File: src/rtl/adder_subtractor.sv
// adder_subtractor: two's-complement ripple-carry add/subtract with registered result, carry and overflow.
// Subtraction inverts b bit-by-bit and injects select as the chain's carry-in.
module adder_subtractor_fa (
    input  logic a,
    input  logic b,
    input  logic ci,
    output logic s,
    output logic co
);
    assign s  = a ^ b ^ ci;
    assign co = (a & b) | (a & ci) | (b & ci);
endmodule

module adder_subtractor #(
    parameter int WIDTH = 4
) (
    input  logic             clk,
    input  logic             rst_n,
    input  logic             select,
    input  logic [WIDTH-1:0] a,
    input  logic [WIDTH-1:0] b,
    output logic [WIDTH-1:0] r,
    output logic             cout,
    output logic             ovf
);
    logic [WIDTH:0]   c;
    logic [WIDTH-1:0] b_eff;
    logic [WIDTH-1:0] s;

    assign b_eff = b ^ {WIDTH{select}};
    assign c[0]  = select;

    for (genvar i = 0; i < WIDTH; i++) begin : g_fa
        adder_subtractor_fa u_fa (
            .a  (a[i]),
            .b  (b_eff[i]),
            .ci (c[i]),
            .s  (s[i]),
            .co (c[i+1])
        );
    end

    always_ff @(posedge clk or negedge rst_n) begin
        if (!rst_n) begin
            r    <= '0;
            cout <= 1'b0;
            ovf  <= 1'b0;
        end else begin
            r    <= s;
            cout <= c[WIDTH];
            // Signed overflow: carries into and out of the sign bit disagree
            ovf  <= c[WIDTH] ^ c[WIDTH-1];
        end
    end
endmodule

File: config.mk
export PLATFORM = sky130hd
export DESIGN_NAME = adder_subtractor
export DESIGN_NICKNAME = d
export VERILOG_FILES = /design/src/rtl/adder_subtractor.sv
export SDC_FILE = /design/constraint.sdc
export NUM_CORES = 1
export LEC_CHECK = 0
export CAP_MARGIN = 10
export CORE_AREA = 2 2 39 41
export CTS_BUF_LIST = sky130_fd_sc_hd__clkbuf_8
export CTS_CLUSTER_SIZE = 12
export DETAILED_ROUTE_END_ITERATION = 8
export DIE_AREA = 0 0 41 43
export HOLD_SLACK_MARGIN = 0.06
export SLEW_MARGIN = 20
export SYNTH_ARGS = -nofsm -noshare
export SYNTH_HDL_FRONTEND = slang
export SYNTH_HIERARCHICAL = 1
export SYNTH_SLANG_ARGS = --single-unit
File: constraint.sdc
create_clock -name clk -period 1.32 [get_ports clk]
set_clock_uncertainty 0.05 [all_clocks]
set_input_delay 0.198 -clock clk [delete_from_list [all_inputs] [get_ports clk]]
set_output_delay 0.198 -clock clk [all_outputs]
set_load 0.02 [all_outputs]
# Word-level counts from Yosys, hierarchy flattened
# Cells that the tools add are included.
# word_totals
reg_bits	6
wordCells	33
inputBits	11
output_inout_bits	6
# op_classes
n_bitwise	30
# ops
operator	n
1-bit AND	12
1-bit bitwise XOR	9
1-bit OR	8
4-bit bitwise XOR	1

# Logic depth before layout (Yosys ltp)
# Gate-level depths: netlist (run 1).
# logic_depth
depth_word	14
ltp_mapped	6
ltp_nobuf	6

# Modules after synthesis
# The synthesis (run 1) kept the hierarchy.
# modules_own_cells
module	n_inst	cells_each	seq_area_each_um2	area_each_um2
adder_subtractor	1	11	150.1	193.9
adder_subtractor_fa	4	1	0.0	20.0

# Least setup slack after synthesis (run 1)
# OpenSTA, ideal clock, no wires.
# synth_timing
path_type	input-to-reg
start	input b[0]
end	register ovf
setup_slack_ns	-0.945
t_arrival_ns	2.091
n_path_buf	0
required_time_ns	1.146
setup_time_ns	0.124
path_stages	6
cell_sequence	xor2_1 > fa_1 > fa_1 > fa_1 > fa_1 > xor2_1
# synth_via
elab_chain_cells	14
word_cells_on_any_way	18
cone_classes	18 x bitwise
# synth_lines
element	line_no	rtl
start: declaration	21	input logic [WIDTH-1:0] b,
4-bit bitwise XOR *	30	assign b_eff = b ^ {WIDTH{select}};
1-bit AND	11	assign co = (a & b) | (a & ci) | (b & ci);
1-bit OR	11	
1-bit OR *	11	
via c[1]	26	logic [WIDTH:0] c;
1-bit AND	11	
1-bit OR	11	
1-bit OR *	11	
via c[2]	26	
[1 not listed]	n/a	
1-bit OR	11	
1-bit OR *	11	
via c[3]	26	
1-bit AND	11	
1-bit OR	11	
1-bit OR *	11	
via c[4]	26	
1-bit bitwise XOR *	52	ovf <= c[WIDTH] ^ c[WIDTH-1];
end signal: assignment	52	
end: declaration	24	output logic ovf
# The timed path passes the listed nets; every way through them passes the cells marked *.

# Worst setup path after layout (run 1)
# layout_timing
start	input b[0]
end	register ovf
# layout_via
elab_chain_cells	14
word_cells_on_any_way	18
cone_classes	18 x bitwise
# layout_lines
element	line_no	rtl
4-bit bitwise XOR *	30	
via b_eff[0]	27	logic [WIDTH-1:0] b_eff;
1-bit AND	11	
1-bit OR	11	
1-bit OR *	11	
via c[1]	26	
1-bit AND	11	
1-bit OR	11	
[1 not listed]	n/a	
via c[2]	26	
[1 not listed]	n/a	
1-bit OR	11	
1-bit OR *	11	
via c[3]	26	
1-bit AND	11	
1-bit OR	11	
1-bit OR *	11	
via c[4]	26	
1-bit bitwise XOR *	52	
# Marks and branches as above.

==> results_dict.tcl, run 1 <==
set metrics [dict create \
    grt-ovfl-total 0 \
    arrival_ns 2.04 \
    row_count 14 \
    cts_sinks 6 \
    synth_top_area_frac 0.548 \
    worst_pin_slew_ns 0.245 \
    area_growth_pct 100 \
    dr.pass1.iters 1 \
    power_density_nw_per_um2 1340 \
    ioPinCount 17 \
    dieArea_um2 1760 \
    grt_usage 0.0724 \
    ir_drop_uv 385 \
    wire_per_inst_um 9.36 \
    gp_congestion 0.581 \
    syn_area_um2 274 \
    grt_pass1_vias 225 \
    cp-end-kind "flip-flop" \
    required_ns 1.37 \
    antenna_found_initial 0 \
    antenna_left 0 \
    yosys.area.top_type "dfrtp_1" \
    final_core_util 0.396 \
    hpwl_um 452 \
    final-max-slew-violation-count 0 \
    viasPerCell 3.66 \
    status "finished, violations left" \
    crit_type "in -> reg" \
    period_share 1.50 \
    nets 54 \
    die_height_um 43 \
    insertedDiodeCount 0 \
    cp-start-kind "primary input" \
    ys_seq_elements 6 \
    ctsRootBufferMaster "clkbuf_8" \
    core_area_um2 1380 \
    wirelength_um 496 \
    crit_path_start "b[0]" \
    cpMaxStageDelayCell "fa_2" \
    synth-warning-count 6 \
    yosysSeqAreaShare 0.548 \
    setup_viol 4 \
    slew_headroom 0.836 \
    start_util 0.198 \
    p_leak_nw 0.243 \
    min_path_type "in -> async" \
    grt_first_pass_wirelength_um 793 \
    initialDrtViolationCount 0 \
    cts.reportedPaths.clkPinSlew_ns 0.03 \
    max_clock_freq_ghz 0.504 \
    grt_setup_unrepaired "yes" \
    violations "negative setup slack" \
    htreeDepth 1 \
    clockBufferDepth 2 \
    cts_inserted_buffers 3 \
    finalCriticalPeriod_ns 1.99 \
    synthCells 15 \
    cts_tree "built" \
    grt_max_degree 7 \
    slowest_delay_ns 0.36 \
    worstPathCellList "buf_6, xor2_2, fa_2, fa_2, fa_2, fa_2, xor2_1" \
    synthesis.nets 30 \
    vias 194 \
    syn_avg_cell_area_um2 18.3 \
    final.setup.worst_slack_ns -0.666 \
    max_cap_viol_count 0 \
    netlist_top_cells_area "dfrtp_1, fa_1, xor2_1" \
    power_mw 0.735 \
    path_common_cell "fa_2" \
    die_w_um 41 \
    synthDistinctLibCells 3 \
    hold_viol_final 0 \
    io_buffers 16 \
    drc 0 \
    crit_path_max_fanout 2 \
    cts-hold-fix-buffers 0 \
    drive_above_1_share 0.378 \
]
metrics by stage:
step | setup TNS, ns | instance area, um^2 | std cells | hold WS (ns) | setup slack [ns]
3_5_place_dp | -5.31 | 487 | 49 | 0.395 | -1.28
4_1_cts | -2.73 | 524 | 52 | 0.167 | -0.854
5_1_grt | -2.36 | 548 | 53 | 0.184 | -0.711
3_3_place_gp | -5.19 | 487 | 49 | 0.389 | -1.26
2_1_floorplan | -2.48 | 292 | 15 | -0.148 | -0.752
6_report | -2.24 | 548 | 53 | 0.164 | -0.666
layout make-up:
type / count / area [um^2]
Multi-Input combinational cell: 9 / 149
Clock buffer: 3 / 41.3
Timing Repair Buffer: 19 / 188
Sequential cell: 6 / 150
Fill cell: 133 / 836
Tap cell: 16 / 20.0
critical path, delay by kind of cell:
family / cells / cell delay, ns
adder cells (fa/ha/maj): 4 / 1.43
XOR/XNOR: 2 / 0.31
buffers and inverters: 1 / 0.10
power by group:
part | leakage (nW) | internal, mW | total [mW] | switching (mW)
registers | 0.0699 | 0.229 | 0.237 | 0.00835
logic | 0.152 | 0.116 | 0.239 | 0.123
clock network | 0.0216 | 0.195 | 0.259 | 0.0640
cells by family (layout without fill, tap and decap cells):
group      count (synthesis)  after routing  synth area share
buf+inv                    0             22                 0
flops                      6              6             0.548
fa+ha+maj                  4              4             0.292
xor+xnor                   5              5             0.160
synthesized netlist by cell type, drive strengths merged:
cell type	count
fa	4
dfrtp	6
xor2	5
repair_timing:
action,CTS,global route
gates cloned,0,0
pin swaps,7,6
setup endpoints to repair,11,5
gates resized for setup,20,3
buffers inserted,0,1
layout by cell type (no fill, tap or decap):
| cell type | n |
|---|---|
| fa_2 | 4 |
| clkdlybuf4s50_1 | 6 |
| dfrtp_1 | 6 |
| dlymetal6s2s_1 | 1 |
| xor2_2 | 2 |
| buf_8 | 1 |
| clkdlybuf4s15_1 | 1 |
| dlygate4sd2_1 | 6 |
| buf_4 | 2 |
| xor2_1 | 3 |
| clkbuf_8 | 3 |
| buf_6 | 2 |
per-layer routing:
layer,part of all wire,track usage,wire (um)
met4,0,0.0800,0
met1,0.28,0.0642,139
met2,0.54,0.113,267
met3,0.18,0.0209,88
met5,0,0,0
worst paths after layout:
check / end / slack, ns / depth (start not counted)
worst min-delay path: cout / 0.16 / 1
min in group clk: r[0] / 0.35 / 3
max in group asynchronous: r[1] / 0.86 / 1
worst max-delay path: ovf / -0.67 / 7
state kept, by name, summed over array words and instances, names as in the netlist:
signal / flops
r: 4
cout: 1
ovf: 1
Note: power is estimated with default switching activity, not from simulation.
==> run 2: changes to the inputs <==
- clock period: 1.32 -> 2 ns (I/O delays scaled with it)
==> run 2 against run 1 <==
Net effect:
- routed wire length decreased by 0.81%
- critical endpoint unchanged
- sequential share of layout area increased by 0.19 points
- non-clock buffer count unchanged
- largest cell class unchanged
- critical path type unchanged
- the flow still finishes with violations (negative setup slack)
- via count increased by 0.52%
- global-route usage decreased by 0.72 points
==> results_dict.tcl, run 2 (same netlist as run 1, synthesis figures left out) <==
set metrics [dict create \
    largest_reg_flops 4 \
    drc 0 \
    required_ns 2.05 \
    period_share 1.07 \
    dp_cells 49 \
    min_path_type "in -> async" \
    ioPinCount 17 \
    layout_commonest_cell "clkdlybuf4s50_1" \
    finalCriticalPeriod_ns 2.14 \
    layout_common_cells "clkdlybuf4s50_1, dfrtp_1, xor2_1, fa_2, clkbuf_8" \
    area_growth_pct 98.6 \
    start_util 0.198 \
    core_area_um2 1380 \
    register_area_um2 150 \
    grt_usage 0.0652 \
    wire_per_inst_um 9.28 \
    crit_path_start "b[0]" \
    p_leak_nw 0.225 \
    antenna_left 0 \
    ctsRootBufferMaster "clkbuf_8" \
    antenna_found_initial 0 \
    grt_pass1_vias 209 \
    drive_above_1_share 0.351 \
    final-max-slew-violation-count 0 \
    dieArea_um2 1760 \
    dpl-instance-area_um2 487 \
    die_height_um 43 \
    clockBufferDepth 2 \
    slew_headroom 0.839 \
    violations "negative setup slack" \
    arrival_ns 2.19 \
    cts-hold-fix-buffers 0 \
    wirelength_um 492 \
    dr.pass1.iters 1 \
    power_density_nw_per_um2 930 \
    cp-end-kind "flip-flop" \
    initialDrtViolationCount 0 \
    max_clock_freq_ghz 0.468 \
    grt_setup_unrepaired "yes" \
    die_w_um 41 \
    largestRegisters "r x4, cout x1, ovf x1" \
    cts.reportedPaths.clkPinSlew_ns 0.03 \
    max_flop_register "r" \
    final_area_um2 544 \
    grt-ovfl-total 0 \
    hold_ws_ns 0.264 \
    nets 54 \
    vias 195 \
    gp_congestion 0.575 \
    multi_input_area_um2 141 \
    grt_first_pass_wirelength_um 696 \
    viasPerCell 3.68 \
    crit_type "in -> reg" \
    final.setup.worst_slack_ns -0.136 \
    finalNonFillerCells 53 \
    ir_drop_uv 266 \
    status "finished, violations left" \
    cp-start-kind "primary input" \
    htreeDepth 1 \
    cts_sinks 6 \
    max_cap_viol_count 0 \
    io_buffers 16 \
    setup_viol 3 \
    nFillCells 123 \
    worst_pin_slew_ns 0.241 \
    row_count 14 \
    hold_viol_final 0 \
    pre_cts_slack_ns -0.728 \
    crit_path_max_fanout 2 \
    grt_max_degree 7 \
    insertedDiodeCount 0 \
    cts_inserted_buffers 3 \
    cts_tree "built" \
]
[run 2: final cells by class]
cell class              count  share of cell area
clock buffers               3              0.0759
multi-input cells           9               0.260
flip-flops and latches      6               0.276
well taps                  16              0.0368
repair buffers             19               0.352
[run 2: timing repair]
action,in CTS,in global routing
buffers inserted,0,1
hold endpoints to repair,0,0
setup endpoints to repair,4,3
pin swaps,6,6
gates resized for setup,13,1
[run 2: routing by layer]
metal  wire [um]  up-vias  GRT usage  part of all wire
met2         262       17      0.109              0.53
li1            -       88          -                 -
met4           0        0     0.0800                 0
met3          86        0     0.0209              0.17
met5           0        -          0                 0
met1         143       90     0.0438              0.29
[run 2: metrics by stage]
step | util | power, mW | setup TNS [ns]
final | 0.393 | 0.506 | -0.251
after global routing | 0.393 | 0.538 | -0.323
after CTS | 0.383 | 0.513 | -0.725
after detailed placement | 0.352 | 0.336 | -2.33
after global placement | 0.352 | 0.329 | -2.18
after floorplan | - | 0.232 | -0.368
[run 2: power breakdown]
group | total [mW] | internal [mW] | switching (mW) | leakage, nW
clock | 0.171 | 0.128 | 0.0423 | 0.0216
sequential | 0.159 | 0.151 | 0.00725 | 0.0699
combinational | 0.177 | 0.0970 | 0.0800 | 0.134
total | 0.506 | 0.377 | 0.130 | 0.225
[run 2: final timing paths]
path | to
worst max-delay path | ovf
worst min-delay path | r[3]
max in group asynchronous | r[2]
min in group clk | r[0]
[run 2: worst max-delay path: stages]
cell,delay [ns]
buf_6,0.10
xor2_2,0.17
fa_2,0.39
fa_2,0.34
fa_2,0.37
fa_2,0.36
xor2_1,0.14
==> run 3: changes to the inputs <==
- CAP_MARGIN: 10 -> default
==> results of run 3 <==
No change in the layout: final DEF, timing and power equal those of run 2.
